===== src/rtl/module_display_ctrl.sv =====
// Four-digit seven-segment display controller.
// Binary-to-BCD conversion by double-dabble, digit bank, and free-running scan.
module module_display_ctrl #(
  parameter int unsigned SCAN_DIV = 50000,
  parameter bit          BLANK_LZ = 1'b1
) (
  input  logic        clk,
  input  logic        rst_n,
  input  logic        bin_valid,
  input  logic [13:0] bin_data,
  output logic        bin_ready,
  output logic        busy,
  output logic        ovf,
  output logic [6:0]  seg,
  output logic [3:0]  transis
);

  typedef enum logic [1:0] {
    IDLE,
    CONV,
    LOAD
  } state_t;

  localparam int unsigned PW =
    (SCAN_DIV > 1) ? $clog2(SCAN_DIV) : 1;
  localparam logic [PW-1:0] PTC = PW'(SCAN_DIV - 1);

  localparam logic [6:0] SEG_BLANK = 7'b1111111;
  localparam logic [6:0] SEG_DASH  = 7'b1111110;

  state_t        state;
  logic [13:0]   shreg;
  logic [15:0]   acc;
  logic [3:0]    step;
  logic          ovf_pend;
  logic [15:0]   digits;
  logic [PW-1:0] pre;
  logic [1:0]    sel;

  logic [14:0]   acc_adj;
  logic [3:0]    cur;
  logic [3:1]    lz;
  logic          blank;

  function automatic logic [3:0] adj3(
    input logic [3:0] n
  );
    return (n >= 4'd5) ? n + 4'd3 : n;
  endfunction

  function automatic logic [6:0] enc(
    input logic [3:0] d
  );
    logic [6:0] s;
    case (d)
      4'd0:    s = 7'b0000001;
      4'd1:    s = 7'b1001111;
      4'd2:    s = 7'b0010010;
      4'd3:    s = 7'b0000110;
      4'd4:    s = 7'b1001100;
      4'd5:    s = 7'b0100100;
      4'd6:    s = 7'b0100000;
      4'd7:    s = 7'b0001111;
      4'd8:    s = 7'b0000000;
      4'd9:    s = 7'b0000100;
      default: s = SEG_BLANK;
    endcase
    return s;
  endfunction

  // Add-3 correction ahead of each shift; the top
  // bit of the thousands nibble is shifted out anyway.
  assign acc_adj[3:0]   = adj3(acc[3:0]);
  assign acc_adj[7:4]   = adj3(acc[7:4]);
  assign acc_adj[11:8]  = adj3(acc[11:8]);
  assign acc_adj[14:12] = 3'(adj3(acc[15:12]));

  // Conversion FSM with registered handshake flags.
  always_ff @(posedge clk or negedge rst_n) begin
    if (!rst_n) begin
      state     <= IDLE;
      shreg     <= '0;
      acc       <= '0;
      step      <= '0;
      ovf_pend  <= 1'b0;
      digits    <= '0;
      ovf       <= 1'b0;
      bin_ready <= 1'b1;
      busy      <= 1'b0;
    end else begin
      unique case (state)
        IDLE: begin
          if (bin_valid && bin_ready) begin
            shreg     <= bin_data;
            acc       <= '0;
            step      <= '0;
            ovf_pend  <= (bin_data > 14'd9999);
            state     <= CONV;
            bin_ready <= 1'b0;
            busy      <= 1'b1;
          end
        end
        CONV: begin
          acc   <= {acc_adj, shreg[13]};
          shreg <= {shreg[12:0], 1'b0};
          step  <= step + 4'd1;
          if (step == 4'd13) begin
            state <= LOAD;
          end
        end
        LOAD: begin
          digits    <= acc;
          ovf       <= ovf_pend;
          state     <= IDLE;
          bin_ready <= 1'b1;
          busy      <= 1'b0;
        end
        default: begin
          state     <= IDLE;
          bin_ready <= 1'b1;
          busy      <= 1'b0;
        end
      endcase
    end
  end

  // Free-running prescaler and digit selector.
  always_ff @(posedge clk or negedge rst_n) begin
    if (!rst_n) begin
      pre <= '0;
      sel <= '0;
    end else if (pre == PTC) begin
      pre <= '0;
      sel <= sel + 2'd1;
    end else begin
      pre <= pre + PW'(1);
    end
  end

  // Pick the digit under scan and decide blanking.
  always_comb begin
    cur   = digits[3:0];
    blank = 1'b0;
    lz[3] = (digits[15:12] == 4'd0);
    lz[2] = lz[3] && (digits[11:8] == 4'd0);
    lz[1] = lz[2] && (digits[7:4] == 4'd0);
    case (sel)
      2'd0: begin
        cur   = digits[3:0];
        blank = 1'b0;
      end
      2'd1: begin
        cur   = digits[7:4];
        blank = lz[1];
      end
      2'd2: begin
        cur   = digits[11:8];
        blank = lz[2];
      end
      default: begin
        cur   = digits[15:12];
        blank = lz[3];
      end
    endcase
    blank = blank && BLANK_LZ && !ovf;
  end

  // Segment mux: dashes on overflow, then blanking.
  always_comb begin
    seg = enc(cur);
    unique case (1'b1)
      ovf:     seg = SEG_DASH;
      blank:   seg = SEG_BLANK;
      default: seg = enc(cur);
    endcase
  end

  assign transis = 4'b0001 << sel;

endmodule


===== config.mk =====
export PLATFORM = sky130hd
export DESIGN_NAME = module_display_ctrl
export DESIGN_NICKNAME = d
export VERILOG_FILES = /design/src/rtl/module_display_ctrl.sv
export SDC_FILE = /design/constraint.sdc
export NUM_CORES = 1
export LEC_CHECK = 0
export CORE_MARGIN = 8
export CORE_UTILIZATION = 58
export DETAILED_ROUTE_END_ITERATION = 8
export GPL_TIMING_DRIVEN = 0
export PLACE_DENSITY_LB_ADDON = 0.05
export REMOVE_ABC_BUFFERS = 1
export SYNTH_ARGS = -nofsm -noshare
export SYNTH_HDL_FRONTEND = slang
export SYNTH_SLANG_ARGS = --single-unit
export TNS_END_PERCENT = 100

===== constraint.sdc =====
create_clock -name clk -period 2.8 [get_ports clk]
set_input_delay 0.28 -clock clk [delete_from_list [all_inputs] [get_ports clk]]
set_output_delay 0.28 -clock clk [all_outputs]
set_load 0.02 [all_outputs]

==> impl_metrics.ini <==
[worst_setup_path]
path_buf_inv = 3
r2r_slack_ps = 630
slowest_delay_ps = 390
end_kind = output port
cp.required_ps = 2520
cp-startpoint = sel[1]
cp_max_fo = 4
crit_path_start_kind = register
endpoint = seg[0]
cp_top_family = compound AO/OA/AOI/OAI gates
crit_path_top_delay_cell = dfrtp_1
timing.critical_path.arrival_ps = 2560
reg2reg_depth = 5
r2r-end = acc[3]
timing.rr.start = state[1]
path_class = reg -> out
crit_chain = buf_6 -> ha_4 -> a222oi_1 -> mux2i_1 -> buf_4 -> ha_4 -> mux2_2 -> o21bai_1 -> a21oi_1 -> buf_4
cp.depth = 10

[clock_tree]
clock_sinks = 74
cts_root_buffer = clkbuf_8
clk_latency_ps = 340
cts_buffer_depth = 2
cts_tree = done
clk_pin_slew_worst_paths_ps = 80
htree_levels = 3
cts_buffers = 9

[finish]
num_antenna_cells = 0
fin_nets = 448
num-fill-cells = 482
area_delta_synth_final_pct = 19.78
drive_gt1_share_pct = 17.79
fin_area_um2 = 4478

[floorplan]
die_w_um = 96.29
start_util_pct = 59.56
num_rows = 29
dieArea_um2 = 9271
ios = 31
die_y_um = 96.29
core_um2 = 6277

[power_and_ir_drop]
p_leak_nw = 1.952
power.density_nw_per_um2 = 980.3
ir_drop_uv = 611.9

[placed_design]
place_ws_ps = -227.5
portBuffers = 30
routabilityCongestion = 0.7781
place_area_um2 = 4085
hpwl_mm = 4.954

[yosys]
avgSynthCellArea_um2 = 10.05
yosysUniqueCellTypes = 45
synth_edf_count = 0
synth-seq-area-share_pct = 49.56
yosys_warnings = 0
synthFlopType = dfrtp_1
synth_cells = 372
ys_async_sr_fraction_pct = 100.0
synth-seq-cells = 74
syn_area_um2 = 3739

[timing]
skew_ps = 10.06
rsz0062_at_grt = true
slew_headroom_pct = 35.53
max_freq_ghz = 0.3520
worst-slew-pin-transition_ps = 962.8
post-route-period-util_pct = 101.5
drv_slew = 0
final_hold_viol_count = 0
finalSetupViolations = 2
layout_setup_ws_ps = -40.89
fin_crit_ps = 2841

[global_routing]
grt_pass1_wl_mm = 12.72
grt_pass1_vias = 2730
antenna_found_initial = 0
grt_max_degree = 48
grt_usage_pct = 17.55
overflow = 0

[routing]
vias = 2870
drt_iter0_drc = 169
drt-pass1-iter-count = 5
drc = 0
via_per_inst = 5.822
drt_wl_total_mm = 7.691
wl_per_cell_um = 15.60
postRouteAntennaNets = 0

[outcome]
status = complete, but fails checks
violations = setup timing

[run]
drv_cap = 0

[worst_hold_path]
hp-class = in -> async
## state kept, by name (all words and copies together), names as in the netlist
register   count
step           4
shreg         14
digits        16
state          2
sel            2
ovf_pend       1
ovf            1
pre           16
bin_ready      1
busy           1
acc           16
## Yosys cell counts (4+ instances only)
cell / instances / area share, %
o21ai_0: 30 / 4.0
xnor2_1: 10 / 2.3
nor4_1: 4 / 0.67
o22ai_1: 12 / 2.0
a222oi_1: 4 / 1.1
nand2b_1: 7 / 1.2
o31ai_1: 4 / 0.80
a21oi_1: 12 / 1.6
nor2_1: 44 / 4.4
xor2_1: 9 / 2.1
nand2_1: 25 / 2.5
clkbuf_1: 7 / 0.70
mux2_2: 17 / 5.1
inv_1: 21 / 2.1
nor2b_1: 4 / 0.67
a32o_1: 4 / 1.1
buf_2: 4 / 0.54
ha_1: 20 / 6.7
nand3_1: 21 / 2.8
and3_1: 5 / 0.84
dfrtp_1: 73 / 49
## final cells by class
class                           instances  area (um2)  share of cell area [%]
Multi-Input combinational cell        261        1809                   40.40
Clock inverter                          4       72.57                   1.621
Inverter                               21       78.83                   1.760
Sequential cell                        74        1854                   41.41
Timing Repair Buffer                   44       401.6                   8.969
Clock buffer                           12       165.2                   3.688
Tap cell                               77       96.34                   2.151
## cell families (layout without fill, tap and decap cells)
family,Yosys count,count (layout),synth area share (%)
and+or+nand+nor,123,123,15.50
AOI/OAI and AO/OA,78,78,13.12
DFF,74,74,49.57
buffers and inverters,37,81,4.251
muxes,21,21,6.425
adders and majority gates,20,20,6.693
xor gates and xnor gates,19,19,4.451
## worst min-delay path by stage
stage	cells after the start	to	start	slack, ps
floorplan	0	acc[0]	rst_n	-20
global placement	2	ovf_pend	ovf_pend	460
detailed placement	1	acc[1]	rst_n	240
CTS	2	digits[13]	rst_n	410
global route	2	digits[13]	rst_n	440
finish	2	digits[2]	rst_n	410
## repair_timing
action,CTS,global route
resized for setup,32,24
hold endpoints to repair,29,0
endpoints found under the setup margin,10,11
setup buffers,3,9
hold buffers,1,0
pin swaps,1,7
## power by group
part / switching (mW) / internal (mW)
registers: 0.291 / 1.40
logic: 0.974 / 0.760
clock network: 0.387 / 0.574
## worst reg2reg max path, delay by kind of cell (launching register included)
kind             cells  cell delay [ps]
AO/OA/AOI/OAI        2              390
AND/OR/NAND/NOR      3             1250
flip-flops           1              430
## metrics by stage
stage	utilization, %	power, mW	TNS, ps	hold WS, ps	std cells
global placement	64.60	3.344	-79480	461.3	463
CTS	69.74	4.360	-299.3	410.2	484
finish	71.34	4.390	-46.42	410.4	493
detailed placement	65.08	3.409	-1648	235.3	464
floorplan	-	2.822	0	-15.59	356
global route	71.34	4.710	-455.2	444.8	493
## placed cells by master, fill, tap and decap left out, types with 3 or more instances in the layout
cell type        Yosys  layout
ha_4                 0       4
a222oi_1             4       4
a32o_1               4       4
clkdlybuf4s50_1      0      22
xor2_1               9       9
a21oi_1             12      11
nand3_1             21      20
nand2_1             25      24
dfrtp_1             73      72
nor3_1               3       3
o21ai_1              1       4
o21ai_0             30      27
clkbuf_8             0      12
o22ai_1             12      12
nor2_1              44      44
nand4_1              3       3
nor4_1               4       4
mux2_2              17      16
nand2b_1             7       6
xnor2_1             10      10
o32ai_1              3       3
o31ai_1              4       4
inv_1               21      20
buf_4                0      15
ha_1                20      14
and3_1               5       5
buf_2                4       3
## metal layers
layer	GRT usage, %	share of wire, %	wire (um)	up-vias
met4	8.579	2.5	195	0
li1	-	-	-	1382
met2	27.07	47	3608	65
met5	0	0	0	-
met3	3.588	5.1	390	18
met1	23.05	45	3496	1405
(Power assumes the default switching activity.)
